--- src/rtl/dtl_master_interface.sv ---
// DTL initiator: turns one local request into a DTL command followed by a write or read burst.
// Optional build macro DTL_MASTER_LASTCHECK_EN adds the sticky oProtocolError output.
//
// state | meaning
// IDLE  | waiting for a local request
// CMD   | command presented on DTL, waiting for accept
// WRITE | write burst through the one-entry holding register
// READ  | read burst, combinational pass-through to the local side
module dtl_master_interface #(
    parameter int INTERFACE_WIDTH       = 32,
    parameter int INTERFACE_ADDR_WIDTH  = 32,
    parameter int INTERFACE_BLOCK_WIDTH = 5,
    parameter int INTERFACE_NUM_ENABLES = INTERFACE_WIDTH / 8
) (
    input  logic                             iClk,
    input  logic                             iReset,
    input  logic                             iReqValid,
    output logic                             oReqAccept,
    input  logic                             iReqReadWrite,
    input  logic [INTERFACE_ADDR_WIDTH-1:0]  iReqAddress,
    input  logic [INTERFACE_BLOCK_WIDTH-1:0] iReqBlockSize,
    input  logic                             iWrValid,
    output logic                             oWrAccept,
    input  logic [INTERFACE_WIDTH-1:0]       iWrData,
    input  logic [INTERFACE_NUM_ENABLES-1:0] iWrEnable,
    output logic                             oRdValid,
    input  logic                             iRdAccept,
    output logic [INTERFACE_WIDTH-1:0]       oRdData,
    output logic                             oRdLast,
    output logic                             oBusy,
    output logic                             oDone,
`ifdef DTL_MASTER_LASTCHECK_EN
    output logic                             oProtocolError,
`endif
    output logic                             oDTL_CommandValid,
    input  logic                             iDTL_CommandAccept,
    output logic [INTERFACE_ADDR_WIDTH-1:0]  oDTL_Address,
    output logic                             oDTL_CommandReadWrite,
    output logic [INTERFACE_BLOCK_WIDTH-1:0] oDTL_BlockSize,
    output logic                             oDTL_WriteValid,
    output logic                             oDTL_WriteLast,
    input  logic                             iDTL_WriteAccept,
    output logic [INTERFACE_NUM_ENABLES-1:0] oDTL_WriteEnable,
    output logic [INTERFACE_WIDTH-1:0]       oDTL_WriteData,
    input  logic                             iDTL_ReadValid,
    input  logic                             iDTL_ReadLast,
    output logic                             oDTL_ReadAccept,
    input  logic [INTERFACE_WIDTH-1:0]       iDTL_ReadData
);

    localparam int BW = INTERFACE_BLOCK_WIDTH;
    localparam logic [BW-1:0] ONE_BEAT = BW'(1);
    localparam logic [BW:0]   ONE_LOAD = (BW + 1)'(1);

    typedef enum logic [1:0] {IDLE, CMD, WRITE, READ} state_t;

    state_t        state;
    logic [BW-1:0] beat_cnt;
    logic [BW:0]   load_left;   // words still to be taken from the local side
    logic          wr_load;
    logic          wr_hs;
    logic          rd_hs;

    assign oReqAccept      = (state == IDLE) && !oDone;
    assign oBusy           = (state != IDLE);
    assign oWrAccept       = (state == WRITE) && (!oDTL_WriteValid || iDTL_WriteAccept)
                             && (load_left != '0);
    assign wr_load         = iWrValid && oWrAccept;
    assign wr_hs           = oDTL_WriteValid && iDTL_WriteAccept;
    assign rd_hs           = (state == READ) && iDTL_ReadValid && iRdAccept;
    assign oRdValid        = (state == READ) && iDTL_ReadValid;
    assign oRdData         = iDTL_ReadData;
    assign oRdLast         = (state == READ) && (beat_cnt == '0);
    assign oDTL_ReadAccept = (state == READ) && iRdAccept;

    always_ff @(posedge iClk) begin
        if (iReset) begin
            state                 <= IDLE;
            beat_cnt              <= '0;
            load_left             <= '0;
            oDone                 <= 1'b0;
            oDTL_CommandValid     <= 1'b0;
            oDTL_Address          <= '0;
            oDTL_CommandReadWrite <= 1'b0;
            oDTL_BlockSize        <= '0;
            oDTL_WriteValid       <= 1'b0;
            oDTL_WriteLast        <= 1'b0;
            oDTL_WriteData        <= '0;
            oDTL_WriteEnable      <= '0;
        end else begin
            oDone <= 1'b0;
            case (state)
                IDLE: begin
                    if (iReqValid && oReqAccept) begin
                        oDTL_Address          <= iReqAddress;
                        oDTL_CommandReadWrite <= iReqReadWrite;
                        oDTL_BlockSize        <= iReqBlockSize;
                        oDTL_CommandValid     <= 1'b1;
                        beat_cnt              <= iReqBlockSize;
                        load_left             <= {1'b0, iReqBlockSize} + ONE_LOAD;
                        state                 <= CMD;
                    end
                end
                CMD: begin
                    if (iDTL_CommandAccept) begin
                        oDTL_CommandValid <= 1'b0;
                        state             <= oDTL_CommandReadWrite ? READ : WRITE;
                    end
                end
                WRITE: begin
                    if (wr_hs) begin
                        beat_cnt <= beat_cnt - ONE_BEAT;
                    end
                    // a load in the same cycle as a drain simply replaces the held word
                    if (wr_load) begin
                        oDTL_WriteData   <= iWrData;
                        oDTL_WriteEnable <= iWrEnable;
                        oDTL_WriteValid  <= 1'b1;
                        oDTL_WriteLast   <= (load_left == ONE_LOAD);
                        load_left        <= load_left - ONE_LOAD;
                    end else if (wr_hs) begin
                        oDTL_WriteValid <= 1'b0;
                        oDTL_WriteLast  <= 1'b0;
                    end
                    if (wr_hs && oDTL_WriteLast) begin
                        oDone <= 1'b1;
                        state <= IDLE;
                    end
                end
                READ: begin
                    if (rd_hs) begin
                        beat_cnt <= beat_cnt - ONE_BEAT;
                        if (beat_cnt == '0) begin
                            oDone <= 1'b1;
                            state <= IDLE;
                        end
                    end
                end
                default: state <= IDLE;
            endcase
        end
    end

`ifdef DTL_MASTER_LASTCHECK_EN
    always_ff @(posedge iClk) begin
        if (iReset) begin
            oProtocolError <= 1'b0;
        end else if ((rd_hs && (iDTL_ReadLast != (beat_cnt == '0)))
                     || (iDTL_WriteAccept && !oDTL_WriteValid)) begin
            oProtocolError <= 1'b1;
        end
    end
`else
    // completion is counter-driven; the slave's last flag is not needed
    logic unused_read_last;
    assign unused_read_last = iDTL_ReadLast;
`endif

endmodule

--- config.mk ---
export PLATFORM = sky130hd
export DESIGN_NAME = dtl_master_interface
export DESIGN_NICKNAME = d
export VERILOG_FILES = /design/src/rtl/dtl_master_interface.sv
export SDC_FILE = /design/constraint.sdc
export NUM_CORES = 1
export LEC_CHECK = 0
export CAP_MARGIN = 15
export CORE_ASPECT_RATIO = 1.5
export CORE_MARGIN = 2
export CORE_UTILIZATION = 41
export DETAILED_ROUTE_END_ITERATION = 12
export GPL_TIMING_DRIVEN = 1
export PLACE_DENSITY = 0.95
export SLEW_MARGIN = 20
export SYNTH_ARGS = -nofsm -noshare
export SYNTH_HDL_FRONTEND = slang
export SYNTH_SLANG_ARGS = --single-unit
--- constraint.sdc ---
create_clock -name iClk -period 4.57 [get_ports iClk]
set_input_delay 0.914 -clock iClk [delete_from_list [all_inputs] [get_ports iClk]]
set_output_delay 0.914 -clock iClk [all_outputs]
set_load 0.03 [all_outputs]
==> Word-level counts from Yosys, hierarchy flattened <==
Cells that the tools add are included.
W data, S select, Z words.
{ "word_totals": {"register_bits": 91, "input_bits": 115, "word_cells": 79} }
{ "op_classes": {"add_sub_neg": 3, "n_eq_ne": 11, "mux": 24, "reduce_logical": 29} }
{ "ops": {"columns": ["cell", "count"], "rows": [
  ["$mux W5", 3],
  ["$pmux W5 S3", 1],
  ["$mux W6", 2],
  ["$pmux W6 S2", 1],
  ["$logic_and A1 B1 Y1", 11],
  ["$mux W2", 5],
  ["$mux W1", 9],
  ["$ne A2 B2 Y1 const B", 4],
  ["$pmux W2 S4", 1],
  ["$reduce_bool A2 Y1", 4],
  ["$add A5 B1 Y6 const B", 1],
  ["$eq A6 B1 Y1 const B", 1],
  ["$ne A2 B1 Y1 const B", 3],
  ["$reduce_and A2 Y1", 3],
  ["$reduce_and A3 Y1", 2],
  ["$reduce_bool A6 Y1", 1],
  ["$sub A6 B1 Y6 const B", 1],
  ["$logic_not A5 Y1", 1],
  ["$reduce_and A5 Y1", 1],
  ["$sub A5 B1 Y5 const B", 1],
  ["$eq A2 B2 Y1 const B", 2],
  ["$pmux W1 S2", 2],
  ["$reduce_and A4 Y1", 1],
  ["$reduce_bool A3 Y1", 1],
  ["other kinds (4)", 5]
]} }

==> Logic depth before layout (Yosys ltp) <==
{ "depth": {"word_depth": 7, "mapped_depth": 7, "ltp_nobuf": 6} }

==> Least setup slack after synthesis <==
No wires, ideal clock.
{ "synth_path": {"kind": "in2out", "startpoint": "input port iDTL_WriteAccept", "endpoint": "output port oWrAccept", "t_arrival_ps": 1627, "required_time_ps": 3656, "setup_slack_ps": 2029, "stages": 3, "cell_sequence": "nand2b_1 nand2_1 a21oi_1"} }
{ "synth_via": {"elab_chain_cells": 3} }
{ "synth_rtl": {"columns": ["element", "line_no", "text"], "rows": [
  ["start: declaration", "42", "input logic iDTL_WriteAccept,"],
  ["$logic_or A1 B1 Y1", "66", "assign oWrAccept = (state == WRITE) && (!oDTL_WriteValid || iDTL_WriteAccept)"],
  ["$logic_and A1 B1 Y1", "66", null],
  ["$logic_and A1 B1 Y1", "67", "&& (load_left != '0);"],
  ["end: declaration", "23", "output logic oWrAccept,"]
]} }
No other way between the ends.

==> Final worst setup path <==
Ends and elaborated chain as after synthesis.

==> metrics <==
status=finished clean; core area=9310 sq um; Max Buffers Root-to-Sink=2; DP HPWL=8810 um; Layout area overhead=45.9%; wire per inst=16.3 um; TritonCTS Buffers=9; top post-synthesis cells by count=nand2_1 (156), dfxtp_1 (91), a21oi_1 (87); post-CTS sizing=0; Clock Sinks=91; synthesis-stage register bit count=91; Max-Cap Viols=0; largest net degree at the start of global routing=46; number of global-route vias before repair=3918; clock skew=10.7 ps; Clk pin slew, worst setup/hold paths=70 ps; post-CTS setup buffers=0; nature of the critical path endpoint=output port; Slew Viols, Final=0; most used cell, CP=clkdlybuf4s50_1; wirelength, routed=12000 um; Slew headroom=41.3%; Post-Place Cells=722; Yosys warnings=0; hold buffers post-CTS=0; register area=1820 sq um; area occupied by multi-input gates=1720 sq um; maximum vdd ir drop=0.000304 V; final worst-path cycle share=77.6%; number of vias per cell=5.32; Initial Utilization=42.5%; crit start category=primary input; setup TNS=0 ps; Yosys top cell area share=46.0%; post-synth net total=621; CP max stage delay=740 ps; Detail Route Antenna Nets=0; final hold vios=0; share of layout cells above drive strength 1=4.94%; H-tree levels=3; hold crit path type=reg -> reg; FFs w/ async S/R, synth=0%; PwrDens=424 nW/um^2; Fillers=765; TritonCTS clock tree=yes; die height=124 um; Post-synth EDFFs=0; Site Rows=43; worst slew pin tran=881 ps; Final #Nets=742; clock root cell=clkbuf_16; Die Wd=84.2 um; crit path max-delay cell type=clkdlybuf4s50_1; synth unique cells=49; Finished Layout Cells=739; # IOs=231; WP data required=3660 ps; DRC viols=0; Buffers on Ports=165; dominant synthesized flop cell=dfxtp_1; Iteration-0 DRC Markers=244; Pleak=2.09 nW; Critical Path AT=2630 ps; Mapped Area=3960 sq um; area leader, netlist=dfxtp_1; dominant cells by area after synthesis=dfxtp_1 (46%), nand2_1 (15%), a21oi_1 (11%), buf_4 (6.1%), clkbuf_1 (2.1%); die area=10500 sq um; crit path cell chain=clkdlybuf4s50_1, nand2b_1, nand2_1, a21oi_1, clkdlybuf4s50_1; Highest Clock Rate=282 MHz; worst-path fanout max=4; unrepaired setup endpoints after global routing=no; GRT Util Overall=22.4%; clk_lat worst skew=340 ps; critical path class=in -> out; # setup viols final=0; GR Overflow Total=0; RePlAce Congestion=0.894; first-pass GRT wire length=19000 um; initial antenna violation count=0; Tmin final=3550 ps; detailed-route via count=3932; antenna cells=0; Synth Instances=501; top-count cell post-synth=nand2_1; Seq/Total Area, Yosys=46.0%; First-pass DRT Iterations=5; Avg Inst Size Synth=7.90 sq um
## kinds of logic (layout without fill, tap and decap cells)
family / after synthesis / after routing / synth area share (%)
xor+xnor: 3 / 3 / 0.664
buf+inv: 74 / 200 / 10.9
flops: 91 / 91 / 46.0
simple gates: 201 / 201 / 21.4
mux: 2 / 2 / 0.506
compound gates: 125 / 125 / 18.9
fa+ha+maj: 5 / 5 / 1.58
## stage by stage
stage | power, mW | hold slack [ps] | util (%) | setup WS (ps) | cell area [sq um]
floorplan | 1.41 | 444 | - | 2030 | 3960
global placement | 1.62 | 441 | 58.2 | 1100 | 5420
detailed placement | 1.65 | 447 | 58.2 | 1080 | 5420
CTS | 2.46 | 456 | 61.8 | 1040 | 5750
global route | 2.56 | 477 | 62.1 | 948 | 5780
finish | 2.45 | 452 | 62.1 | 1020 | 5780
## layout by cell type (no fill, tap or decap), drive strengths merged, types with 2 or more instances in the layout
cell type / netlist / routed
a32o: 2 / 2
dfxtp: 91 / 91
clkinv: 1 / 2
o21ai: 6 / 6
a211oi: 3 / 3
clkdlybuf4s50: 0 / 164
bufinv: 0 / 2
clkbuf: 22 / 11
and3: 4 / 4
nor4: 2 / 2
xnor2: 2 / 2
nand3: 10 / 10
a21o: 2 / 2
o31ai: 4 / 4
nor4b: 2 / 2
a21oi: 87 / 87
o22ai: 3 / 3
mux2i: 2 / 2
nor2b: 3 / 3
o2111ai: 3 / 3
buf: 41 / 9
nand4: 2 / 2
inv: 10 / 11
a31oi: 3 / 3
o31a: 2 / 2
nor3: 3 / 3
nand2: 156 / 156
nand2b: 6 / 6
ha: 5 / 5
nor2: 9 / 9
## worst max-delay path: cells and delay by family
kind / cells / cell delay [ps]
compound gates: 1 / 140
simple gates: 2 / 310
buf+inv: 2 / 1270
## final cells by class
class | count | share of cell area, %
clock buffer | 11 | 4.20
clock inverter | 5 | 1.47
inverter | 11 | 0.715
multi-input combinational | 336 | 29.7
sequential | 91 | 31.5
tap | 112 | 2.43
timing repair buffer | 173 | 29.9
## registers in the layout, indices dropped and copies added (netlist names)
| name | count |
|---|---|
| beat_cnt | 5 |
| oDTL_CommandValid | 1 |
| oDTL_BlockSize | 5 |
| oDTL_Address | 32 |
| oDone | 1 |
| oDTL_WriteEnable | 4 |
| oDTL_WriteValid | 1 |
| oDTL_CommandReadWrite | 1 |
| load_left | 6 |
| oDTL_WriteLast | 1 |
| oDTL_WriteData | 32 |
| state | 2 |
## report_power, final
group          total [mW]  switching, mW  internal (mW)
sequential          0.938         0.0677          0.870
combinational       0.706          0.407          0.300
clock               0.803          0.306          0.497
total                2.45          0.780           1.67
## final timing paths
| check | startpoint | slack (ps) | cells past startpoint | end |
|---|---|---|---|---|
| worst min-delay path | oDTL_Address[30]$_SDFFE_PP0P_ | 450 | 2 | oDTL_Address[30]$_SDFFE_PP0P_ |
| worst max register to register | state[1]$_SDFFE_PP0P_ | 2160 | 5 | oDTL_Address[10]$_SDFFE_PP0P_ |
| worst min register to register | oDTL_Address[30]$_SDFFE_PP0P_ | 450 | 2 | oDTL_Address[30]$_SDFFE_PP0P_ |
| worst max-delay path | iDTL_WriteAccept | 1020 | 5 | oWrAccept |
## routing by layer
metal  GRT usage (%)  up-vias  wire length, um
met1            22.4     1823             4240
met3            4.57       52              751
met5               0        -                0
met2            42.0      170             6470
li1                -     1887                -
met4            12.2        0              554
Note: power is estimated with default switching activity, not from simulation.
